<file path="src/rtl/mips_regfile_pkg.sv">
// -----------------------------------------------------------------------------
// mips_pkg
// Shared definitions for the MIPS mono-cycle register file: default data and
// address widths, register count, the hardwired-zero register index and the
// basic word/address typedefs used by the regfile, its write decoder and its
// bus interface.
// -----------------------------------------------------------------------------
package mips_pkg;

  localparam int DATA_W = 32;
  localparam int ADDR_W = 5;
  localparam int NREGS  = 2 ** ADDR_W;

  localparam logic [4:0] REG_ZERO = 5'd0;

  typedef logic [4:0]  reg_addr_t;
  typedef logic [31:0] word_t;

endpackage

</file>
<file path="src/rtl/mips_regfile_if.sv">
// -----------------------------------------------------------------------------
// mips_regfile_if
// Bus between instruction decode / write-back and the register file.
//   rs_addr, rt_addr      : read port addresses
//   rd1, rd2              : read data
//   uninit_rd1/2          : read port addresses a register not written since reset
//   wr_en, wr_addr,wr_data: write port (RegWrite, dest-mux output, write-back data)
// Modports:
//   master : datapath side (drives addresses and write port)
//   slave  : register file side
// -----------------------------------------------------------------------------
interface mips_regfile_if #(
  parameter int DATA_W = mips_pkg::DATA_W,
  parameter int ADDR_W = mips_pkg::ADDR_W
);

  logic [ADDR_W-1:0] rs_addr;
  logic [ADDR_W-1:0] rt_addr;
  logic [DATA_W-1:0] rd1;
  logic [DATA_W-1:0] rd2;
  logic              uninit_rd1;
  logic              uninit_rd2;
  logic              wr_en;
  logic [ADDR_W-1:0] wr_addr;
  logic [DATA_W-1:0] wr_data;

  modport master (
    output rs_addr, rt_addr, wr_en, wr_addr, wr_data,
    input  rd1, rd2, uninit_rd1, uninit_rd2
  );

  modport slave (
    input  rs_addr, rt_addr, wr_en, wr_addr, wr_data,
    output rd1, rd2, uninit_rd1, uninit_rd2
  );

endinterface

</file>
<file path="src/rtl/mips_regfile_wr_decode.sv">
// -----------------------------------------------------------------------------
// regfile_wr_decode
// Combinational one-hot decode of the register-file write address.
// Ports:
//   wr_en_i   : write strobe
//   wr_addr_i : write address
//   we_o      : one enable per register; bit 0 is always low so the
//               hardwired-zero register can never be written
// -----------------------------------------------------------------------------
module regfile_wr_decode
  import mips_pkg::*;
#(
  parameter int ADDR_W = mips_pkg::ADDR_W
) (
  input  logic                   wr_en_i,
  input  logic [ADDR_W-1:0]      wr_addr_i,
  output logic [2**ADDR_W-1:0]   we_o
);

  always_comb begin
    we_o = '0;
    if (wr_en_i) begin
      we_o[wr_addr_i] = 1'b1;
    end
    we_o[REG_ZERO] = 1'b0;
  end

endmodule

</file>
<file path="src/rtl/mips_regfile.sv">
// -----------------------------------------------------------------------------
// mips_regfile
// 32 x 32-bit MIPS general-purpose register file: two combinational read
// ports and one synchronous write port, plus a written-since-reset bitmap
// that flags reads of stale registers.
// Ports:
//   clk   : rising-edge clock
//   rst_n : synchronous active-low reset (clears registers and bitmap,
//           forces all read outputs to 0 while low)
//   bus   : mips_regfile_if.slave (read addresses/data, uninit flags,
//           write port)
// Build option:
//   REGFILE_BYPASS_EN : when defined, a write in the current cycle is
//                       forwarded to any read port addressing the same
//                       register; otherwise reads return pre-edge state.
// -----------------------------------------------------------------------------
module mips_regfile
  import mips_pkg::*;
#(
  parameter int DATA_W = mips_pkg::DATA_W,
  parameter int ADDR_W = mips_pkg::ADDR_W
) (
  input  logic                 clk,
  input  logic                 rst_n,
  mips_regfile_if.slave        bus
);

  localparam int NR = 2 ** ADDR_W;

  logic [DATA_W-1:0] reg_q [NR];
  logic [DATA_W-1:0] reg_d [NR];
  logic [NR-1:0]     valid_q;
  logic [NR-1:0]     valid_d;
  logic [NR-1:0]     we;

  regfile_wr_decode #(
    .ADDR_W (ADDR_W)
  ) u_wr_decode (
    .wr_en_i   (bus.wr_en),
    .wr_addr_i (bus.wr_addr),
    .we_o      (we)
  );

  // Next state: only the decoded register takes the write-back value.
  // we[0] is never set, so reg_q[0] stays at its reset value of zero.
  always_comb begin
    for (int i = 0; i < NR; i++) begin
      reg_d[i] = we[i] ? bus.wr_data : reg_q[i];
    end
    valid_d    = valid_q | we;
    valid_d[0] = 1'b1;
  end

  // Reset wins over a concurrent write.
  always_ff @(posedge clk) begin
    if (!rst_n) begin
      for (int i = 0; i < NR; i++) begin
        reg_q[i] <= '0;
      end
      valid_q <= NR'(1);
    end else begin
      reg_q   <= reg_d;
      valid_q <= valid_d;
    end
  end

  // Read port 1
  always_comb begin
    bus.rd1        = reg_q[bus.rs_addr];
    bus.uninit_rd1 = ~valid_q[bus.rs_addr];
`ifdef REGFILE_BYPASS_EN
    if (bus.wr_en && (bus.wr_addr != ADDR_W'(REG_ZERO)) && (bus.wr_addr == bus.rs_addr)) begin
      bus.rd1        = bus.wr_data;
      bus.uninit_rd1 = 1'b0;
    end
`endif
    if (bus.rs_addr == ADDR_W'(REG_ZERO)) begin
      bus.rd1        = '0;
      bus.uninit_rd1 = 1'b0;
    end
    if (!rst_n) begin
      bus.rd1        = '0;
      bus.uninit_rd1 = 1'b0;
    end
  end

  // Read port 2
  always_comb begin
    bus.rd2        = reg_q[bus.rt_addr];
    bus.uninit_rd2 = ~valid_q[bus.rt_addr];
`ifdef REGFILE_BYPASS_EN
    if (bus.wr_en && (bus.wr_addr != ADDR_W'(REG_ZERO)) && (bus.wr_addr == bus.rt_addr)) begin
      bus.rd2        = bus.wr_data;
      bus.uninit_rd2 = 1'b0;
    end
`endif
    if (bus.rt_addr == ADDR_W'(REG_ZERO)) begin
      bus.rd2        = '0;
      bus.uninit_rd2 = 1'b0;
    end
    if (!rst_n) begin
      bus.rd2        = '0;
      bus.uninit_rd2 = 1'b0;
    end
  end

endmodule

</file>
<file path="src/flat_wrapper.sv">
// flat-port wrapper written by rule: the top's interface ports become plain ports
module mips_regfile_flat import mips_pkg::*;
#(
  parameter int DATA_W = mips_pkg::DATA_W,
  parameter int ADDR_W = mips_pkg::ADDR_W
)
  (clk, rst_n, bus_rs_addr, bus_rt_addr, bus_wr_en, bus_wr_addr, bus_wr_data, bus_rd1, bus_rd2, bus_uninit_rd1, bus_uninit_rd2);
  mips_regfile_if #(.DATA_W(DATA_W), .ADDR_W(ADDR_W)) bus_i ();
  input  logic clk;
  input  logic rst_n;
  input wire logic [$bits(bus_i.rs_addr)-1:0] bus_rs_addr;
  input wire logic [$bits(bus_i.rt_addr)-1:0] bus_rt_addr;
  input wire logic [$bits(bus_i.wr_en)-1:0] bus_wr_en;
  input wire logic [$bits(bus_i.wr_addr)-1:0] bus_wr_addr;
  input wire logic [$bits(bus_i.wr_data)-1:0] bus_wr_data;
  output wire logic [$bits(bus_i.rd1)-1:0] bus_rd1;
  output wire logic [$bits(bus_i.rd2)-1:0] bus_rd2;
  output wire logic [$bits(bus_i.uninit_rd1)-1:0] bus_uninit_rd1;
  output wire logic [$bits(bus_i.uninit_rd2)-1:0] bus_uninit_rd2;
  assign bus_i.rs_addr = bus_rs_addr;
  assign bus_i.rt_addr = bus_rt_addr;
  assign bus_i.wr_en = bus_wr_en;
  assign bus_i.wr_addr = bus_wr_addr;
  assign bus_i.wr_data = bus_wr_data;
  assign bus_rd1 = bus_i.rd1;
  assign bus_rd2 = bus_i.rd2;
  assign bus_uninit_rd1 = bus_i.uninit_rd1;
  assign bus_uninit_rd2 = bus_i.uninit_rd2;
  mips_regfile #(.DATA_W(DATA_W), .ADDR_W(ADDR_W)) u_core (.clk(clk), .rst_n(rst_n), .bus(bus_i));
endmodule
</file>
<file path="config.mk">
export PLATFORM = sky130hd
export DESIGN_NAME = mips_regfile_flat
export DESIGN_NICKNAME = d
export VERILOG_FILES = /design/src/rtl/mips_regfile_pkg.sv /design/src/rtl/mips_regfile_if.sv /design/src/rtl/mips_regfile_wr_decode.sv /design/src/rtl/mips_regfile.sv /design/src/flat_wrapper.sv
export SDC_FILE = /design/constraint.sdc
export NUM_CORES = 2
export LEC_CHECK = 0
export BUFFER_PORTS_ARGS = -buffer_cell sky130_fd_sc_hd__buf_2
export CORE_ASPECT_RATIO = 1.2
export CORE_MARGIN = 5
export CORE_UTILIZATION = 55
export CTS_CLUSTER_SIZE = 25
export DETAILED_ROUTE_END_ITERATION = 10
export PLACE_DENSITY = 0.83
export SYNTH_ARGS = -nofsm -noshare
export SYNTH_HDL_FRONTEND = slang
export SYNTH_HIERARCHICAL = 1
export SYNTH_SLANG_ARGS = --single-unit
</file>
<file path="constraint.sdc">
create_clock -name clk -period 2.6 [get_ports clk]
set_input_delay 0.26 -clock clk [delete_from_list [all_inputs] [get_ports clk]]
set_output_delay 0.26 -clock clk [all_outputs]
set_load 0.02 [all_outputs]
</file>
==> run_results.csv <==
group,metric,value,unit
sta,post_route_clock_period_utilization,103.3,%
logic_synthesis,synth.top_cells.by_area,"dfxtp_1, mux2i_1, mux4_2",
sta,final_hold_viol_count,0,
logic_synthesis,synth_async_sr_flop_share,0,%
setup_path,r2r_slack,1.77,ns
routing,firstDrtPassIters,5,
setup_path,cp.required,2.34,ns
status,status,"finished with violations",
setup_path,crit_end,"bus_rd1[15]",
die,width_of_the_die,302.9,um
pwr,pwr-share-seq,46.7,%
sta,finalCriticalPeriod,2.686,ns
pwr,static-leakage-power,19.80,nW
die,initial_utilization,55.15,%
cells_and_area,finalNetCount,4724,
sta,rsz0062_at_grt,"yes",
setup_path,worst_r2r_path_depth,2,
logic_synthesis,synth_area_leader_cell,"dfxtp_1",
sta,timing.final.ws_setup,-0.08566,ns
routing,via_per_inst,6.601,
clock_network,clock_root_buffer,"clkbuf_16",
placed_design,post_dp_hpwl,103600,um
logic_synthesis,post_synth_instance_area,56610,um^2
pwr,comb_power_share,9.9,%
clock_network,cts_tree,"built",
logic_synthesis,synth-warning-count,6,
placed_design,io_buffer_count,115,
die,dieArea,109500,um^2
clock_network,cts_buffer_depth,3,
sta,setup_violations,6,
setup_path,critical_path.startpoint_type,"register",
sta,timing.final.max_slew_violations,0,
setup_path,cp_data_arrival_time,2.43,ns
routing,final_antenna_net_count,0,
pwr,swShare,25.05,%
setup_path,r2r_start,"u_core/reg_q[397]$_SDFFE_PN0P_",
logic_synthesis,netlist_instances,4771,
logic_synthesis,mappedNetlistNets,4821,
pwr,p_sw,0.008813,W
sta,setup_clock_skew_after_layout,0,ns
global_routing,grt_max_degree,269,
cells_and_area,area.growth.synth_to_final,11.78,%
logic_synthesis,synth_commonest_cells,"mux2i_1, dfxtp_1, nor2b_1",
pwr,cellPowerDensity,556.1,nW/um^2
placed_design,placedCellCount,5947,
die,rows,129,
global_routing,grtUsageTotal,30.71,%
logic_synthesis,synth.yosys.seq_area_share,37.31,%
clock_network,clock-sinks,1055,
logic_synthesis,synth_cell_type_count,42,
clock_network,ctsHtreeMaxLevel,3,
placed_design,detailed_place.area,59540,um^2
die,chipHeight,361.4,um
hold_path,hold_class,"in -> reg",
die,top_level_ports,116,
clock_network,cts_buffers,100,
routing,routed-via-count,40530,
sta,maximum_clock_frequency,372.3,MHz
routing,detail_route.wl_per_cell,28.15,um
setup_path,crit_path_launch,"u_core/reg_q[879]$_SDFFE_PN0P_",
logic_synthesis,seq_cells_post_synth,1055,
pwr,vdd_drop_max,0.6252,mV
cells_and_area,drive_above_1_share,24.05,%
logic_synthesis,synthDominantCellAreaShare,37.31,%
logic_synthesis,synth_ff_type,"dfxtp_1",
status,violations,"setup timing",
placed_design,gp_congestion,0.8561,
flow_run,max_cap_violations,0,
pwr,cellInternalPower,0.02637,W
sta,tightest_slew,1.141,ns
cells_and_area,postLayoutCellArea,63280,um^2
logic_synthesis,synth_edf_count,0,
global_routing,number_of_antenna_violations_at_the_first_check_in_global_routing,15,
global_routing,grt_pass1_wl,258700,um
global_routing,number_of_global_route_vias_before_repair,40800,
setup_path,worstSetupEndpointType,"output port",
logic_synthesis,synthesis.area_per_instance,11.87,um^2
clock_network,worst_skew_pair.late_latency,0.67,ns
die,core,102700,um^2
clock_network,cts.clk_slew.worst_paths,0.07,ns
routing,routed_wirelength,172800,um
pwr,clock_power_share,43.4,%
sta,slew_headroom,23.96,%
setup_path,reg_to_reg_end,"u_core/reg_q[397]$_SDFFE_PN0P_",
global_routing,grt_overflow_total,0,
setup_path,worstSetupPathType,"reg -> out",
logic_synthesis,most_used_standard_cell_by_instance_count_after_synthesis,"mux2i_1",
setup_path,critPathMaxFanout,3,
cells_and_area,number_of_standard_cells_in_the_final_layout_excluding_fillers,6141,
routing,drt_iter0_drc,5087,
routing,route.detailed.drc,0,
flip-flops by register name, indices dropped and copies added (netlist names):
register and cells:
u_core/valid_q 31, u_core/reg_q 1024
cells in the final DEF (no fill, tap or decap), types with 8 or more instances in the layout:
cell / instances
mux2_2: 32
buf_12: 89
a31oi_1: 51
dfxtp_1: 1016
a221o_1: 64
o21ai_1: 24
diode_2: 9
dfxtp_2: 39
o21a_1: 31
nand2_1: 34
clkbuf_1: 18
mux4_2: 493
buf_2: 93
bufinv_16: 9
o21ai_0: 8
clkinvlp_4: 12
clkbuf_8: 15
a31oi_4: 8
buf_4: 150
mux2i_1: 1219
clkinv_2: 16
nor2_4: 35
a22oi_1: 64
a221oi_1: 32
nor2b_1: 1026
clkbuf_16: 103
power groups by stage:
stage	clock (W)	combinational, W	sequential, W
after floorplan	0	0.00225	0.0167
after global placement	0	0.00332	0.0168
after detailed placement	0	0.00335	0.0168
after CTS	0.0154	0.00339	0.0164
after global routing	0.0161	0.00359	0.0164
final	0.0153	0.00348	0.0164
worst max-delay path: stages, from the launching register on:
cell and delay (ns):
dfxtp_1 0.36, mux4_2 0.25, mux2i_1 0.06, a221o_1 0.38, a31oi_1 0.41, buf_2 0.27
routing by layer:
layer	wire, um	track usage (%)	vias up	share of wire (%)
met3	17370	6.992	553	10
met1	66950	40.63	20310	39
met2	78830	47.61	2423	46
li1	-	-	17240	-
met5	35	0	-	0.020
met4	9664	15.40	6	5.6
per-stage QoR:
step / hold slack [ns] / total power [W] / utilization, % / setup slack (ns) / setup TNS (ns)
4_1_cts: 0.1420 / 0.03521 / 61.52 / -0.06003 / -0.1345
3_5_place_dp: 0.4613 / 0.02012 / 58.00 / -0.1454 / -0.3312
2_1_floorplan: 0.4295 / 0.01899 / - / 0.3723 / 0
6_report: 0.1667 / 0.03519 / 61.64 / -0.08566 / -0.2656
3_3_place_gp: 0.4515 / 0.02008 / 58.00 / -0.1576 / -0.3135
5_1_grt: 0.1754 / 0.03611 / 61.62 / -0.1168 / -0.5902
worst min-delay path by stage:
| stage | from | end | cells after the start |
|---|---|---|---|
| global placement | u_core/valid_q[6]$_SDFF_PN0_ | u_core/valid_q[6]$_SDFF_PN0_ | 1 |
| floorplan | bus_wr_data[0] | u_core/reg_q[0]$_SDFFE_PN0P_ | 2 |
| detailed placement | u_core/valid_q[21]$_SDFF_PN0_ | u_core/valid_q[21]$_SDFF_PN0_ | 1 |
| finish | bus_wr_data[19] | u_core/reg_q[851]$_SDFFE_PN0P_ | 3 |
| CTS | bus_wr_data[14] | u_core/reg_q[462]$_SDFFE_PN0P_ | 3 |
| global route | bus_wr_data[17] | u_core/reg_q[913]$_SDFFE_PN0P_ | 3 |
cells by family (layout without fill, tap and decap cells):
group | Yosys count | in the layout | share of synthesized area [%]
mux | 1750 | 1750 | 41.91
simple gates | 1124 | 1124 | 12.17
flops | 1055 | 1055 | 37.31
buf+inv | 546 | 532 | 4.571
compound gates | 295 | 295 | 4.029
other cells | 1 | 10 | 0.006624
what timing repair did:
item / in CTS / in global routing
resized for setup: 37 / 57
hold endpoints to repair: 4 / 0
hold buffers: 1 / 0
pin swaps: 5 / 6
setup buffers: 1 / 0
endpoints found under the setup margin: 18 / 22
final cells by class:
type | instances | area [um^2]
tap | 1375 | 1720
antenna | 9 | 22.52
multi-input combinational | 3170 | 33400
clock buffer | 136 | 2851
inverter | 1 | 8.758
sequential | 1055 | 21170
timing repair buffer | 346 | 3545
clock inverter | 49 | 560.5
fill | 7652 | 39380
Note: power is estimated with default switching activity, not from simulation.
